===== src/rtl/ttt_pkg.sv =====
// Shared definitions for the TTT event collector: event codes and the
// buffered event record layout.
package ttt_pkg;

    localparam logic [1:0] NONE    = 2'b00;
    localparam logic [1:0] STOP    = 2'b01;
    localparam logic [1:0] START   = 2'b10;
    localparam logic [1:0] RESTART = 2'b11;

    // Fields are sized for the widest supported configuration; narrower
    // builds zero-extend into them and the constant upper bits fold away.
    localparam int REC_ID_BITS = 8;
    localparam int REC_TS_BITS = 32;

    typedef struct packed {
        logic [REC_ID_BITS-1:0] id;
        logic [1:0]             code;
        logic [REC_TS_BITS-1:0] ts;
    } evt_rec_t;

endpackage


===== src/rtl/ttt_event_fifo.sv =====
// First-word fall-through event buffer. Accepts a push while full only when
// a pop retires the head in the same cycle.
module ttt_event_fifo #(
    parameter int WIDTH = 8,
    parameter int DEPTH = 8
) (
    input  logic                       clk,
    input  logic                       rst,
    input  logic                       push,
    input  logic                       pop,
    input  logic [WIDTH-1:0]           din,
    output logic [WIDTH-1:0]           dout,
    output logic                       full,
    output logic                       empty,
    output logic [$clog2(DEPTH):0]     count
);

    localparam int AW = $clog2(DEPTH);

    logic [WIDTH-1:0] mem [DEPTH];
    logic [AW-1:0]    wr_ptr;
    logic [AW-1:0]    rd_ptr;
    logic [AW:0]      cnt;
    logic             do_push;
    logic             do_pop;

    assign empty   = (cnt == '0);
    assign full    = (cnt == (AW+1)'(DEPTH));
    assign do_pop  = pop && !empty;
    assign do_push = push && (!full || do_pop);
    assign count   = cnt;
    // Head reads as zero while empty so the host never sees stale contents.
    assign dout    = empty ? '0 : mem[rd_ptr];

    always_ff @(posedge clk or posedge rst) begin
        if (rst) begin
            wr_ptr <= '0;
            rd_ptr <= '0;
            cnt    <= '0;
        end else begin
            if (do_push) wr_ptr <= wr_ptr + AW'(1);
            if (do_pop)  rd_ptr <= rd_ptr + AW'(1);
            case ({do_push, do_pop})
                2'b10:   cnt <= cnt + (AW+1)'(1);
                2'b01:   cnt <= cnt - (AW+1)'(1);
                default: cnt <= cnt;
            endcase
        end
    end

    always_ff @(posedge clk) begin
        if (do_push) mem[wr_ptr] <= din;
    end

endmodule


===== src/rtl/ttt_event_collector.sv =====
// Captures start/stop/restart events from the core, timestamps them and
// buffers them for the host; also tracks which processors are active.
module ttt_event_collector
    import ttt_pkg::*;
#(
    parameter int NUM_PROCESSORS = 10,
    parameter int FIFO_DEPTH     = 8,
    parameter int TIMESTAMP_BITS = 16
) (
    input  logic                              clock_fast,
    input  logic                              reset,
    input  logic                              output_valid,
    input  logic [$clog2(NUM_PROCESSORS)-1:0] processor_id_out,
    input  logic [1:0]                        token_startstop,
    output logic                              evt_valid,
    input  logic                              evt_ready,
    output logic [$clog2(NUM_PROCESSORS)-1:0] evt_processor_id,
    output logic [1:0]                        evt_code,
    output logic [TIMESTAMP_BITS-1:0]         evt_timestamp,
    output logic [NUM_PROCESSORS-1:0]         active_mask,
    output logic [$clog2(FIFO_DEPTH):0]       fifo_count,
    output logic                              overflow,
    output logic                              id_error,
    input  logic                              clear_flags
);

    localparam int ID_W = $clog2(NUM_PROCESSORS);

    logic [TIMESTAMP_BITS-1:0] timestamp;
    logic                      event_seen;
    logic                      id_in_range;
    logic                      capture;
    logic                      id_bad;
    logic                      pop_fire;
    logic                      drop;
    logic                      fifo_full;
    logic                      fifo_empty;
    evt_rec_t                  push_rec;
    evt_rec_t                  head_rec;
    logic [NUM_PROCESSORS-1:0] mask_next;

    // Extra bit keeps the range check valid when NUM_PROCESSORS is 2^ID_W.
    assign id_in_range = ({1'b0, processor_id_out} < (ID_W+1)'(NUM_PROCESSORS));
    assign event_seen  = output_valid && (token_startstop != NONE);
    assign capture     = event_seen && id_in_range;
    assign id_bad      = event_seen && !id_in_range;

    // Host handshake: evt_valid means the head entry is presented on evt_*;
    // it is consumed on a rising edge where evt_valid and evt_ready are both
    // high, and the head holds steady while evt_valid=1 and evt_ready=0.
    assign pop_fire  = evt_valid && evt_ready;
    assign drop      = capture && fifo_full && !pop_fire;
    assign evt_valid = !fifo_empty;

    always_comb begin
        push_rec      = '0;
        push_rec.id   = REC_ID_BITS'(processor_id_out);
        push_rec.code = token_startstop;
        push_rec.ts   = REC_TS_BITS'(timestamp);
    end

    ttt_event_fifo #(
        .WIDTH ($bits(evt_rec_t)),
        .DEPTH (FIFO_DEPTH)
    ) u_fifo (
        .clk   (clock_fast),
        .rst   (reset),
        .push  (capture),
        .pop   (evt_ready),
        .din   (push_rec),
        .dout  (head_rec),
        .full  (fifo_full),
        .empty (fifo_empty),
        .count (fifo_count)
    );

    assign evt_processor_id = ID_W'(head_rec.id);
    assign evt_code         = head_rec.code;
    assign evt_timestamp    = TIMESTAMP_BITS'(head_rec.ts);

    // Mask follows every in-range capture, even one the full buffer drops.
    always_comb begin
        mask_next = active_mask;
        for (int i = 0; i < NUM_PROCESSORS; i++) begin
            if (capture && (processor_id_out == ID_W'(i))) begin
                mask_next[i] = (token_startstop != STOP);
            end
        end
    end

    always_ff @(posedge clock_fast or posedge reset) begin
        if (reset) begin
            timestamp   <= '0;
            active_mask <= '0;
            overflow    <= 1'b0;
            id_error    <= 1'b0;
        end else begin
            timestamp   <= timestamp + TIMESTAMP_BITS'(1);
            active_mask <= mask_next;
            if (drop)             overflow <= 1'b1;
            else if (clear_flags) overflow <= 1'b0;
            if (id_bad)           id_error <= 1'b1;
            else if (clear_flags) id_error <= 1'b0;
        end
    end

endmodule


===== config.mk =====
export PLATFORM = sky130hd
export DESIGN_NAME = ttt_event_collector
export DESIGN_NICKNAME = d
export VERILOG_FILES = /design/src/rtl/ttt_pkg.sv /design/src/rtl/ttt_event_fifo.sv /design/src/rtl/ttt_event_collector.sv
export SDC_FILE = /design/constraint.sdc
export NUM_CORES = 1
export LEC_CHECK = 0
export CAP_MARGIN = 20
export CORE_MARGIN = 1
export CORE_UTILIZATION = 35
export DETAILED_ROUTE_END_ITERATION = 7
export PLACE_DENSITY_LB_ADDON = 0.15
export SLEW_MARGIN = 20
export SYNTH_ARGS = -nofsm -noshare
export SYNTH_HDL_FRONTEND = slang
export SYNTH_SLANG_ARGS = --single-unit
export TNS_END_PERCENT = 1

===== constraint.sdc =====
create_clock -name clock_fast -period 3.3 [get_ports clock_fast]
set_input_delay 0.495 -clock clock_fast [delete_from_list [all_inputs] [get_ports clock_fast]]
set_output_delay 0.495 -clock clock_fast [all_outputs]
set_load 0.005 [all_outputs]

### After elaboration in Yosys (flattened, before gate mapping)

Memory sizes are Yosys's and may differ from the RTL's.
Cells that the tools add are included.

* memories kept: 1
* bits in registers: 38
* logic and storage cells: 71
* bits in writable memories: 176

Memories
* u_fifo.mem: depth 8, width 22, read ports 1, clocked after Yosys merged registers in 0, wr ports 1, line ttt_event_fifo.sv:20 `logic [WIDTH-1:0] mem [DEPTH];`

* muxes and demuxes: 7
* reductions and logical operators: 28
* magnitude comparators: 1
* $add $sub $neg: 5
* eq/ne operators: 13

Operators with widths (count)
* $mux 38: 1
* $logic_and 1x1->1: 17
* $add 16x1->16 const B: 1
* $eq 4x3->1 const B: 4
* $eq 4x4->1 const B: 3
* $eq 4x2->1 const B: 2
* $logic_not 4->1: 2
* $pmux 4 s2: 1
* $reduce_bool 2->1: 4
* $add 3x1->3 const B: 2
* $mux 1: 5
* $add 4x1->4 const B: 1
* $eq 4x1->1 const B: 1
* $logic_not 1->1: 4
* $lt 4x4->1 const B: 1
* $sub 4x1->4 const B: 1
* $eq 2x1->1 const B: 1
* $eq 2x2->1 const B: 1
* $ne 2x1->1 const B: 1
* $logic_or 1x1->1: 1

### Logic depth before layout (Yosys ltp)

Gate-level depths: netlist (run 1).

* depth after elaboration: 7
* mapped depth: 11
* mapped depth without buffers: 9

### Modules after synthesis

A second synthesis (run 1) with hierarchy kept.

* cells, all modules: 714
* area total of the unflattened synthesis: 14684.1 µm²

By module, submodules not included
* ttt_event_fifo: cells an instance 604, instances 1, seq. area each 10339.9 µm², area each 13417.9 µm²
* ttt_event_collector: cells an instance 110, instances 1, seq. area each 700.7 µm², area each 1266.2 µm²

### Worst setup path after synthesis (run 1)

Ideal clock, no wire load.

* path kind: input-to-reg
* start: input port token_startstop[1]
* end: memory u_fifo.mem[0][0] (netlist bit) (enable)
* path buffers: 1
* setup slack: 86 ps
* stages: 4
* library setup time: 429 ps
* data arrival time: 2785 ps
* cells stage by stage: o21a_1 -> clkbuf_1 -> o2111ai_1 -> nor3_1

* cells in the longest elaborated chain, start to end: 6

RTL lines
* from (decl): line ttt_event_collector.sv:14 `input logic [1:0] token_startstop,`
* $reduce_bool 2->1: line ttt_event_collector.sv:44 `assign event_seen = output_valid && (token_startstop != NONE);`
* $logic_and 1x1->1: line ttt_event_collector.sv:44
* $logic_and 1x1->1: line ttt_event_collector.sv:45 `assign capture = event_seen && id_in_range;`
* $logic_and 1x1->1: line ttt_event_fifo.sv:30 `assign do_push = push && (!full || do_pop);`
* $mux 1: line ttt_event_fifo.sv:52 `if (do_push) mem[wr_ptr] <= din;`
* $mux 1 (implied by the code): line ttt_event_fifo.sv:52
* to (decl): line ttt_event_fifo.sv:20

Every way passes these cells.

### Worst setup path after layout (run 1)

* start: register u_fifo.cnt[0] (netlist: u_fifo.count[0])
* end: output port evt_processor_id[3]

* cells in the longest elaborated chain, start to end: 2

RTL lines
* from (decl): line ttt_event_fifo.sv:23 `logic [AW:0] cnt;`
* from (signal assigned): line ttt_event_fifo.sv:44 `2'b10: cnt <= cnt + (AW+1)'(1);`
* from (signal assigned): line ttt_event_fifo.sv:45 `2'b01: cnt <= cnt - (AW+1)'(1);`
* from (signal assigned): line ttt_event_fifo.sv:46 `default: cnt <= cnt;`
* $logic_not 4->1: line ttt_event_fifo.sv:27 `assign empty = (cnt == '0);`
* $mux 38: line ttt_event_fifo.sv:33 `assign dout = empty ? '0 : mem[rd_ptr];`
* to (decl): line ttt_event_collector.sv:17 `output logic [$clog2(NUM_PROCESSORS)-1:0] evt_processor_id,`

Every way passes these cells.

==> metrics.cfg, run 1 <==
[run_status]
outcome = complete, no violations

[setup_path]
rr_startpoint = u_fifo.count[0]$_DFFE_PP0P_
start_kind = flip-flop
required_ns = 2.80
end_kind = output port
r2r-end = u_fifo.count[3]$_DFFE_PP0P_
crit_path_max_fanout = 22
arrival_ns = 2.65
path_class = reg2out
rrSetupSlack_ns = 0.42
reg2reg_depth = 6

[grt]
grt_overflow = 0
antenna_found_initial = 0
grt_pass1_vias = 4668
grt_max_degree = 25
grt_pass1_wl_um = 26900
grtUsageTotal_pct = 14.6

[routing]
drt-vias-per-instance = 5.02
routed_wirelength_um = 16900
vias = 4245
drcViolationCount = 0
drt_first_pass_iters = 4
drt_iter0_drc = 253
wl_per_cell_um = 20.0
ant_nets = 0

[min_path]
hold_depth = 1
holdPathEnd = u_fifo.rd_ptr[2]$_DFFE_PP0P_
hold_start = u_fifo.rd_ptr[2]$_DFFE_PP0P_
hp-class = reg2reg

[yosys]
ys.flop_type = edfxtp_1
yosysUniqueCellTypes = 43
synth_top_area_cell = edfxtp_1
async_flop_share_pct = 17.8
synth_nets = 445
syn_inst = 428
ys_ff_latch = 214
yosysTopAreaCellShare_pct = 62.4
syn_area_per_cell_um2 = 19.8
synth_warnings = 0
yosys-top-cells-area = edfxtp_1 (62%), mux4_2 (12%), dfrtp_1 (11%)
syn_area_um2 = 8470
synth_edf_count = 176
ys_seq_area_share_pct = 73.6

[clock_network]
cts_sinks = 214
numCtsBuffers = 23
cts_resized = 0
cts.root.buffer_cell = clkbuf_16
cts_tree = yes
hold_buffers = 0
clock_latency_ns = 0.49
htreeDepth = 1
cts_setup_buffers = 0
clockBufferDepth = 3
path_clk_slew_ns = 0.06

[sta]
setup_violations = 0
tightest_slew_ns = 0.908
hold_viol_final = 0
max_freq_ghz = 0.318
slew_viol_final = 0
slew_headroom_pct = 39.4
fin_setup_tns_ns = 0
fin_crit_ns = 3.15
period_share_pct = 95.4
grt_setup_unrepaired = false
finClkSkew_ns = 0.00782

[final_layout]
final_util_pct = 43.5
drive_gt1_share_pct = 26.8
fill_cells = 2076
mostFrequentLayoutCells = edfxtp_1 (176), clkdlybuf4s50_1 (49), mux4_2 (44)
nets = 527
multiInputGateArea_um2 = 2100
syn2layout_area_growth_pct = 21.1
area.sequential_um2 = 6240
n_antenna_cell = 0
layout_commonest_cell = edfxtp_1

[power_and_ir_drop]
internal_power_mw = 5.83
p_seq_share_pct = 41.8
switchingPower_mw = 2.20
p_per_area_nw_per_um2 = 783
irDropWorstVdd_mv = 0.460
p_sw_share_pct = 27.4
combinationalPowerShare_pct = 28.3
p_leak_nw = 3.65
pwr-share-clk_pct = 29.9

[placed_design]
dpl.hpwl_um = 10100
port_buffers = 49
place_congestion = 0.791

[die]
ioPinCount = 50
core_um2 = 23600
dieWidth_um = 158
dieArea_um2 = 24800
rows = 56
start_util_pct = 35.9
die_h_um = 158

[run]
maxCapViolCount = 0

## worst max-delay path by stage
stage	from	to	slack [ns]	depth (start not counted)
CTS	u_fifo.count[0]$_DFFE_PP0P_	evt_processor_id[3]	0.11	4
detailed placement	processor_id_out[2]	u_fifo.count[3]$_DFFE_PP0P_	0.22	8
finish	u_fifo.count[0]$_DFFE_PP0P_	evt_processor_id[3]	0.15	4
global route	u_fifo.count[0]$_DFFE_PP0P_	evt_processor_id[3]	0.05	4
global placement	processor_id_out[2]	u_fifo.count[3]$_DFFE_PP0P_	0.27	8
floorplan	token_startstop[1]	u_fifo.mem[0][0]$_DFFE_PP_	0.09	4
## metal layers
layer	wire (um)	global-route usage [%]	vias up	share of wire, %
li1	-	-	1904	-
met1	7750	20.4	2222	46
met2	8170	23.9	91	48
met3	682	2.22	28	4.0
met4	304	3.93	0	1.8
met5	0	0	-	0
## critical path, stage by stage (launching register included)
cell	delay, ns
dfrtp_1	0.47
or4_4	0.61
and2b_4	0.33
a22o_2	0.29
clkdlybuf4s50_1	0.47
## cell type report
cell class	instances	share of cell area, %
clock inverters	14	1.01
repair buffers	76	7.49
flip-flops and latches	214	60.8
well taps	319	3.89
multi-input cells	184	20.5
inverters	11	0.402
clock buffers	27	5.95
## power groups by stage
stage / combinational (mW) / sequential (mW) / clock, mW
finish: 2.27 / 3.36 / 2.40
global route: 2.47 / 3.39 / 2.56
CTS: 2.34 / 3.36 / 2.46
detailed placement: 2.33 / 3.42 / 0
global placement: 2.32 / 3.40 / 0
floorplan: 1.43 / 3.29 / 0
## cells by family (layout without fill, tap and decap cells)
family / after synthesis / in the layout / share of synthesized area, %
flops: 214 / 214 / 73.6
simple gates: 62 / 62 / 4.18
mux: 58 / 58 / 13.5
compound gates: 37 / 37 / 3.69
buf+inv: 30 / 128 / 1.93
xor+xnor: 21 / 21 / 2.17
fa+ha+maj: 6 / 6 / 0.886
## metrics by stage
stage / std cells / hold WS [ns] / area, um2 / worst slack, ns / total power, mW
4_1_cts: 845 / 0.491 / 10300 / 0.109 / 8.17
3_3_place_gp: 804 / 0.479 / 9550 / 0.265 / 5.72
6_report: 845 / 0.491 / 10300 / 0.152 / 8.03
3_5_place_dp: 804 / 0.483 / 9550 / 0.216 / 5.75
2_1_floorplan: 428 / 0.459 / 8470 / 0.0863 / 4.72
5_1_grt: 845 / 0.530 / 10300 / 0.0523 / 8.43
## state kept, by name (all words and copies together), names as in the netlist
| signal | cells |
|---|---|
| id_error | 1 |
| u_fifo.count | 4 |
| overflow | 1 |
| u_fifo.wr_ptr | 3 |
| timestamp | 16 |
| active_mask | 10 |
| u_fifo.mem | 176 |
| u_fifo.rd_ptr | 3 |
## synth_stat cells (10+ instances only)
master      n
edfxtp_1  176
mux4_2     44
dfrtp_1    38
a22o_1     20
mux2_2     13
nor2_1     12
inv_1      11
xor2_1     11
nand3_1    10
xnor2_1    10
(Power assumes the default switching activity.)
==> run 2, diff against run 1 <==
--- a/config.mk
+++ b/config.mk
@@ -9,6 +9,7 @@
 export CORE_MARGIN = 1
 export CORE_UTILIZATION = 35
 export DETAILED_ROUTE_END_ITERATION = 7
+export DONT_BUFFER_PORTS = 1
 export PLACE_DENSITY_LB_ADDON = 0.15
 export SLEW_MARGIN = 20
 export SYNTH_ARGS = -nofsm -noshare
==> run 2 against run 1 <==
Compared with the run above: cell count shrank 6.9%; register-to-register slack is essentially flat; critical path type is now reg2reg; routed wire length grew 0.80%; largest power group unchanged; sequential cell count is the same; die area is the same; count of clock-buffer cells in the layout grew 8; worst hold slack lost 0.44 ns; largest cell class unchanged; non-clock buffer count shrank 59; via count shrank 5.0%; sequential power is essentially flat; cell area shrank 6.0%.
==> metrics.cfg, run 2 (synthesized netlist as in run 1, its figures left out) <==
[final_layout]
fin_area_um2 = 9640  ; was 10300 um2
largest_reg_flops = 176  ; unchanged
mostFrequentLayoutCells = edfxtp_1 (176), mux4_2 (44), dfrtp_1 (36)  ; was edfxtp_1 (176), clkdlybuf4s50_1 (49), mux4_2 (44)
final_util_pct = 40.8  ; was 43.5%
reg.largest.list = u_fifo.mem: 176 flops, timestamp: 16 flops, active_mask: 10 flops  ; unchanged
area.sequential_um2 = 6240  ; unchanged
syn2layout_area_growth_pct = 13.8  ; was 21.1%
multiInputGateArea_um2 = 2100  ; unchanged
nets = 468  ; was 527
fill_cells = 2100  ; was 2076
layout_commonest_cell = edfxtp_1  ; unchanged
largest_register = u_fifo.mem  ; unchanged
n_antenna_cell = 0  ; unchanged
drive_gt1_share_pct = 27.4  ; was 26.8%

[power_and_ir_drop]
irDropWorstVdd_mv = 0.455  ; was 0.460 mV
p_leak_nw = 3.39  ; was 3.65 nW
p_per_area_nw_per_um2 = 779  ; was 783 nW/um2

[placed_design]
pre_cts_ws_ns = 0.432  ; was 0.216 ns
dpl_cell_area_um2 = 8920  ; was 9550 um2
place_congestion = 0.716  ; was 0.791
port_buffers = 0  ; was 49
dpl.hpwl_um = 10100  ; about the same

[die]
rows = 56  ; unchanged
die_h_um = 158  ; unchanged
core_um2 = 23600  ; unchanged
dieArea_um2 = 24800  ; unchanged
start_util_pct = 35.9  ; unchanged
dieWidth_um = 158  ; unchanged
ioPinCount = 50  ; unchanged

[setup_path]
cp_num_cells = 6  ; was 4
start_kind = flip-flop  ; unchanged
crit_slowest_cell = or3_2  ; was or4_4
path_class = reg2reg  ; was reg2out
cp_num_buf_inv = 0  ; was 1
crit_family = simple AND/OR/NAND/NOR gates  ; unchanged
crit_path_max_fanout = 8  ; was 22
rrSetupSlack_ns = 0.41  ; was 0.42 ns
required_ns = 3.68  ; was 2.80 ns
reg2reg_depth = 6  ; unchanged
arrival_ns = 3.27  ; was 2.65 ns
path_cells = or3_2, o211ai_2, ha_1, or3b_2, a2111oi_0, o221ai_1  ; was or4_4, and2b_4, a22o_2, clkdlybuf4s50_1
crit_path_max_incr_delay_ns = 0.58  ; was 0.61 ns
end_kind = flip-flop  ; was output port

[clock_network]
cts_resized = 0  ; unchanged
hold_buffers = 0  ; unchanged
cts_setup_buffers = 0  ; unchanged
cts_tree = yes  ; unchanged
numCtsBuffers = 23  ; unchanged
clockBufferDepth = 3  ; unchanged
cts.root.buffer_cell = clkbuf_16  ; unchanged
cts_sinks = 214  ; unchanged
htreeDepth = 1  ; unchanged
clock_latency_ns = 0.51  ; was 0.49 ns
path_clk_slew_ns = 0.06  ; about the same

[routing]
drt_first_pass_iters = 4  ; unchanged
ant_nets = 0  ; unchanged
met3_length_um = 830  ; was 682 um
routed_wirelength_um = 17000  ; was 16900 um
top_layer_used = met4  ; unchanged
wl_per_cell_um = 21.7  ; was 20.0 um
vias = 4033  ; was 4245
m1WireLength_um = 7620  ; was 7750 um
drt_iter0_drc = 278  ; was 253
route.met2.wl_um = 8330  ; was 8170 um
drt-vias-per-instance = 5.12  ; was 5.02
drcViolationCount = 0  ; unchanged

[grt]
grt_pass1_vias = 4396  ; was 4668
grt_pass1_wl_um = 26300  ; was 26900 um
grt_max_degree = 25  ; unchanged
grt_overflow = 0  ; unchanged
antenna_found_initial = 0  ; unchanged
grtUsageTotal_pct = 14.4  ; was 14.6%

[sta]
setup_violations = 0  ; unchanged
slew_viol_final = 0  ; unchanged
max_freq_ghz = 0.346  ; was 0.318 GHz
fin_hold_ws_ns = 0.0475  ; was 0.491 ns
grt_setup_unrepaired = false  ; unchanged
fin_ws_ns = 0.409  ; was 0.152 ns
fin_crit_ns = 2.89  ; was 3.15 ns
slew_headroom_pct = 43.2  ; was 39.4%
finClkSkew_ns = 0.0167  ; was 0.00782 ns
hold_viol_final = 0  ; unchanged
fin_setup_tns_ns = 0  ; unchanged
tightest_slew_ns = 0.850  ; was 0.908 ns
period_share_pct = 87.6  ; was 95.4%

[min_path]
hp-class = in2async  ; was reg2reg

[run]
maxCapViolCount = 0  ; unchanged

[run_status]
outcome = complete, no violations  ; unchanged

[run 2: cell types whose count changed in the layout (fill, tap and decap cells not counted)]
cell             before  now
bufinv_16             1    0
clkbuf_1              2    7
buf_12                6    1
inv_6                 0    1
clkinv_1              1    0
clkbuf_8              2    4
clkdlybuf4s50_1      49    0
clkbuf_16            23   24
buf_4                21   16
clkinv_4              2    0
clkinv_2              9    5
[run 2: final cells by class]
class                           count  area share (%)
Sequential cell                   214            64.7
Multi-Input combinational cell    184            21.8
Clock buffer                       35            7.07
Tap cell                          319            4.14
Timing Repair Buffer               17            1.45
Clock inverter                      7           0.428
Inverter                           11           0.428
[run 2: layer usage]
metal	GRT usage, %	vias up
met4	3.79	0
met3	3.15	27
met5	0	-
met1	19.3	2136
li1	-	1784
met2	23.9	86
[run 2: worst register-to-register path: stages, from the launching register on]
cell and delay (ns):
dfrtp_1 0.48, or3_2 0.58, o211ai_2 0.28, ha_1 0.32
or3b_2 0.49, a2111oi_0 0.42, o221ai_1 0.18
[run 2: through the flow]
stage / power, mW / instances
floorplan: 4.72 / 428
global placement: 5.18 / 745
detailed placement: 5.20 / 745
CTS: 7.64 / 787
global route: 7.87 / 787
finish: 7.51 / 787
[run 2: path summary, 6_finish.rpt]
path	from	endpoint
max	u_fifo.count[0]$_DFFE_PP0P_	u_fifo.count[3]$_DFFE_PP0P_
min in group clock_fast	token_startstop[0]	u_fifo.mem[4][16]$_DFFE_PP_
max reg2reg	u_fifo.count[0]$_DFFE_PP0P_	u_fifo.count[3]$_DFFE_PP0P_
min reg2reg	u_fifo.rd_ptr[2]$_DFFE_PP0P_	u_fifo.rd_ptr[2]$_DFFE_PP0P_
min	reset	u_fifo.count[0]$_DFFE_PP0P_
max in group asynchronous	reset	timestamp[6]$_DFF_PP0_
[run 2: power by group]
part           total (mW)  switching (mW)  internal, mW
clock network        2.43            1.00          1.43
logic                1.74           0.912         0.824
registers            3.34           0.201          3.14
total                7.51            2.12          5.39
==> run 3, diff against run 2 <==
--- a/config.mk
+++ b/config.mk
@@ -15,4 +15,3 @@
 export SYNTH_ARGS = -nofsm -noshare
 export SYNTH_HDL_FRONTEND = slang
 export SYNTH_SLANG_ARGS = --single-unit
-export TNS_END_PERCENT = 1
==> constraint.sdc (replaced) <==
create_clock -name clock_fast -period 3.3 [get_ports clock_fast]
set_input_delay 0.495 -clock clock_fast [delete_from_list [all_inputs] [get_ports clock_fast]]
set_output_delay 0.495 -clock clock_fast [all_outputs]
set_load 0.01 [all_outputs]
==> run 3 against run 2 <==
Compared with the run above: cell area increased by 0.29%; power increased by 3.1%; non-clock buffer count increased by 1; sequential power about the same; critical path depth unchanged; via count increased by 0.57%; core utilization increased by 0.12 points; sequential cell count unchanged; clock power increased by 5%; highest routed layer unchanged.
==> metrics.cfg, run 3 (synthesized netlist as in run 1, its figures left out) <==
[placed_design]
place_congestion = 0.706  ; was 0.716
pre_cts_ws_ns = 0.411  ; was 0.432 ns
dpl.hpwl_um = 10200  ; was 10100 um
port_buffers = 0  ; unchanged
dp_cells = 746  ; was 745
dpl_cell_area_um2 = 8920  ; about the same

[sta]
period_share_pct = 86.9  ; was 87.6%
tightest_slew_ns = 0.857  ; was 0.850 ns
hold_viol_final = 0  ; unchanged
fin_setup_tns_ns = 0  ; unchanged
finClkSkew_ns = 0.00900  ; was 0.0167 ns
slew_headroom_pct = 42.8  ; was 43.2%
fin_ws_ns = 0.431  ; was 0.409 ns
slew_viol_final = 0  ; unchanged
max_freq_ghz = 0.349  ; was 0.346 GHz
fin_hold_ws_ns = 0.0649  ; was 0.0475 ns
setup_violations = 0  ; unchanged
fin_crit_ns = 2.87  ; was 2.89 ns
grt_setup_unrepaired = false  ; unchanged

[clock_network]
cts.root.buffer_cell = clkbuf_16  ; unchanged
clock_latency_ns = 0.49  ; was 0.51 ns
cts_setup_buffers = 0  ; unchanged
htreeDepth = 1  ; unchanged
numCtsBuffers = 23  ; unchanged
cts_resized = 0  ; unchanged
cts_tree = yes  ; unchanged
path_clk_slew_ns = 0.06  ; about the same
clockBufferDepth = 3  ; unchanged
hold_buffers = 0  ; unchanged
cts_sinks = 214  ; unchanged

[setup_path]
start_kind = flip-flop  ; unchanged
rr_startpoint = u_fifo.count[0]$_DFFE_PP0P_  ; unchanged
r2r-end = u_fifo.count[3]$_DFFE_PP0P_  ; unchanged
end_kind = flip-flop  ; unchanged
rrSetupSlack_ns = 0.43  ; was 0.41 ns
arrival_ns = 3.22  ; was 3.27 ns
path_class = reg2reg  ; unchanged
crit_path_max_fanout = 8  ; unchanged
reg2reg_depth = 6  ; unchanged
required_ns = 3.65  ; was 3.68 ns

[routing]
ant_nets = 0  ; unchanged
drcViolationCount = 0  ; unchanged
wl_per_cell_um = 21.9  ; was 21.7 um
routed_wirelength_um = 17200  ; was 17000 um
drt_iter0_drc = 365  ; was 278
vias = 4056  ; was 4033
drt_first_pass_iters = 4  ; unchanged
drt-vias-per-instance = 5.15  ; was 5.12

[run_status]
outcome = complete, no violations  ; unchanged

[final_layout]
mostFrequentLayoutCells = edfxtp_1 (176), mux4_2 (44), dfrtp_1 (36)  ; unchanged
fin_area_um2 = 9670  ; was 9640 um2
largest_reg_flops = 176  ; unchanged
layout_commonest_cell = edfxtp_1  ; unchanged
largest_register = u_fifo.mem  ; unchanged
final_util_pct = 40.9  ; was 40.8%
syn2layout_area_growth_pct = 14.1  ; was 13.8%
nets = 469  ; was 468
final_cells = 787  ; unchanged
reg.largest.list = u_fifo.mem: 176 flops, timestamp: 16 flops, active_mask: 10 flops  ; unchanged
drive_gt1_share_pct = 26.3  ; was 27.4%
n_antenna_cell = 0  ; unchanged

[grt]
grt_max_degree = 25  ; unchanged
grt_overflow = 0  ; unchanged
antenna_found_initial = 0  ; unchanged
grt_pass1_vias = 4317  ; was 4396
grtUsageTotal_pct = 14.5  ; was 14.4%
grt_pass1_wl_um = 26500  ; was 26300 um

[power_and_ir_drop]
p_leak_nw = 3.39  ; about the same
internal_power_mw = 5.55  ; was 5.39 mW
pwr-share-clk_pct = 32.9  ; was 32.4%
p_per_area_nw_per_um2 = 801  ; was 779 nW/um2
irDropWorstVdd_mv = 0.483  ; was 0.455 mV
switchingPower_mw = 2.20  ; was 2.12 mW
combinationalPowerShare_pct = 23.6  ; was 23.1%
total_power_mw = 7.74  ; was 7.51 mW
p_sw_share_pct = 28.4  ; was 28.2%
p_seq_share_pct = 43.5  ; was 44.5%

[die]
ioPinCount = 50  ; unchanged
die_h_um = 158  ; unchanged
dieArea_um2 = 24800  ; unchanged
core_um2 = 23600  ; unchanged
rows = 56  ; unchanged
dieWidth_um = 158  ; unchanged
start_util_pct = 35.9  ; unchanged

[min_path]
hp-class = in2async  ; unchanged

[run]
maxCapViolCount = 0  ; unchanged

[run 3: cell type report]
| cell class | count | area, um2 |
|---|---|---|
| Timing Repair Buffer | 18 | 148 |
| Sequential cell | 214 | 6240 |
| Clock inverter | 4 | 95.1 |
| Tap cell | 319 | 399 |
| Multi-Input combinational cell | 184 | 2100 |
| Clock buffer | 37 | 648 |
| Inverter | 11 | 41.3 |
| Fill cell | 2111 | 13900 |
[run 3: worst max-delay path by stage]
stage                                            from                           to  slack (ns)  cells past startpoint
after floorplan                    token_startstop[1]   u_fifo.mem[0][0]$_DFFE_PP_        0.09                      4
after global placement    u_fifo.count[0]$_DFFE_PP0P_  u_fifo.count[3]$_DFFE_PP0P_        0.48                      6
after detailed placement  u_fifo.count[0]$_DFFE_PP0P_  u_fifo.count[3]$_DFFE_PP0P_        0.41                      6
after CTS                 u_fifo.count[0]$_DFFE_PP0P_  u_fifo.count[3]$_DFFE_PP0P_        0.44                      6
after global routing      u_fifo.count[0]$_DFFE_PP0P_  u_fifo.count[3]$_DFFE_PP0P_        0.23                      6
final                     u_fifo.count[0]$_DFFE_PP0P_  u_fifo.count[3]$_DFFE_PP0P_        0.43                      6
[run 3: power by group through the flow]
stage,Combinational (mW),Sequential (mW),Clock (mW)
6_report,1.83,3.37,2.55
5_1_grt,2.00,3.40,2.72
4_1_cts,1.90,3.37,2.61
3_5_place_dp,1.89,3.42,0
3_3_place_gp,1.88,3.41,0
2_1_floorplan,1.51,3.32,0
[run 3: layer usage]
layer	routed length (um)	part of all wire (%)	up-vias	track usage (%)
met3	1120	6.5	18	3.78
met4	212	1.2	0	3.14
met1	7410	43	2152	19.3
met2	8470	49	100	24.1
met5	0	0	-	0
li1	-	-	1786	-
[run 3: critical path, stage by stage, from the launching register on]
cell and delay [ns]:
dfrtp_1 0.49, or3_2 0.59, o211ai_2 0.28, ha_1 0.31, or3b_2 0.49, a2111oi_0 0.38, o221ai_1 0.19
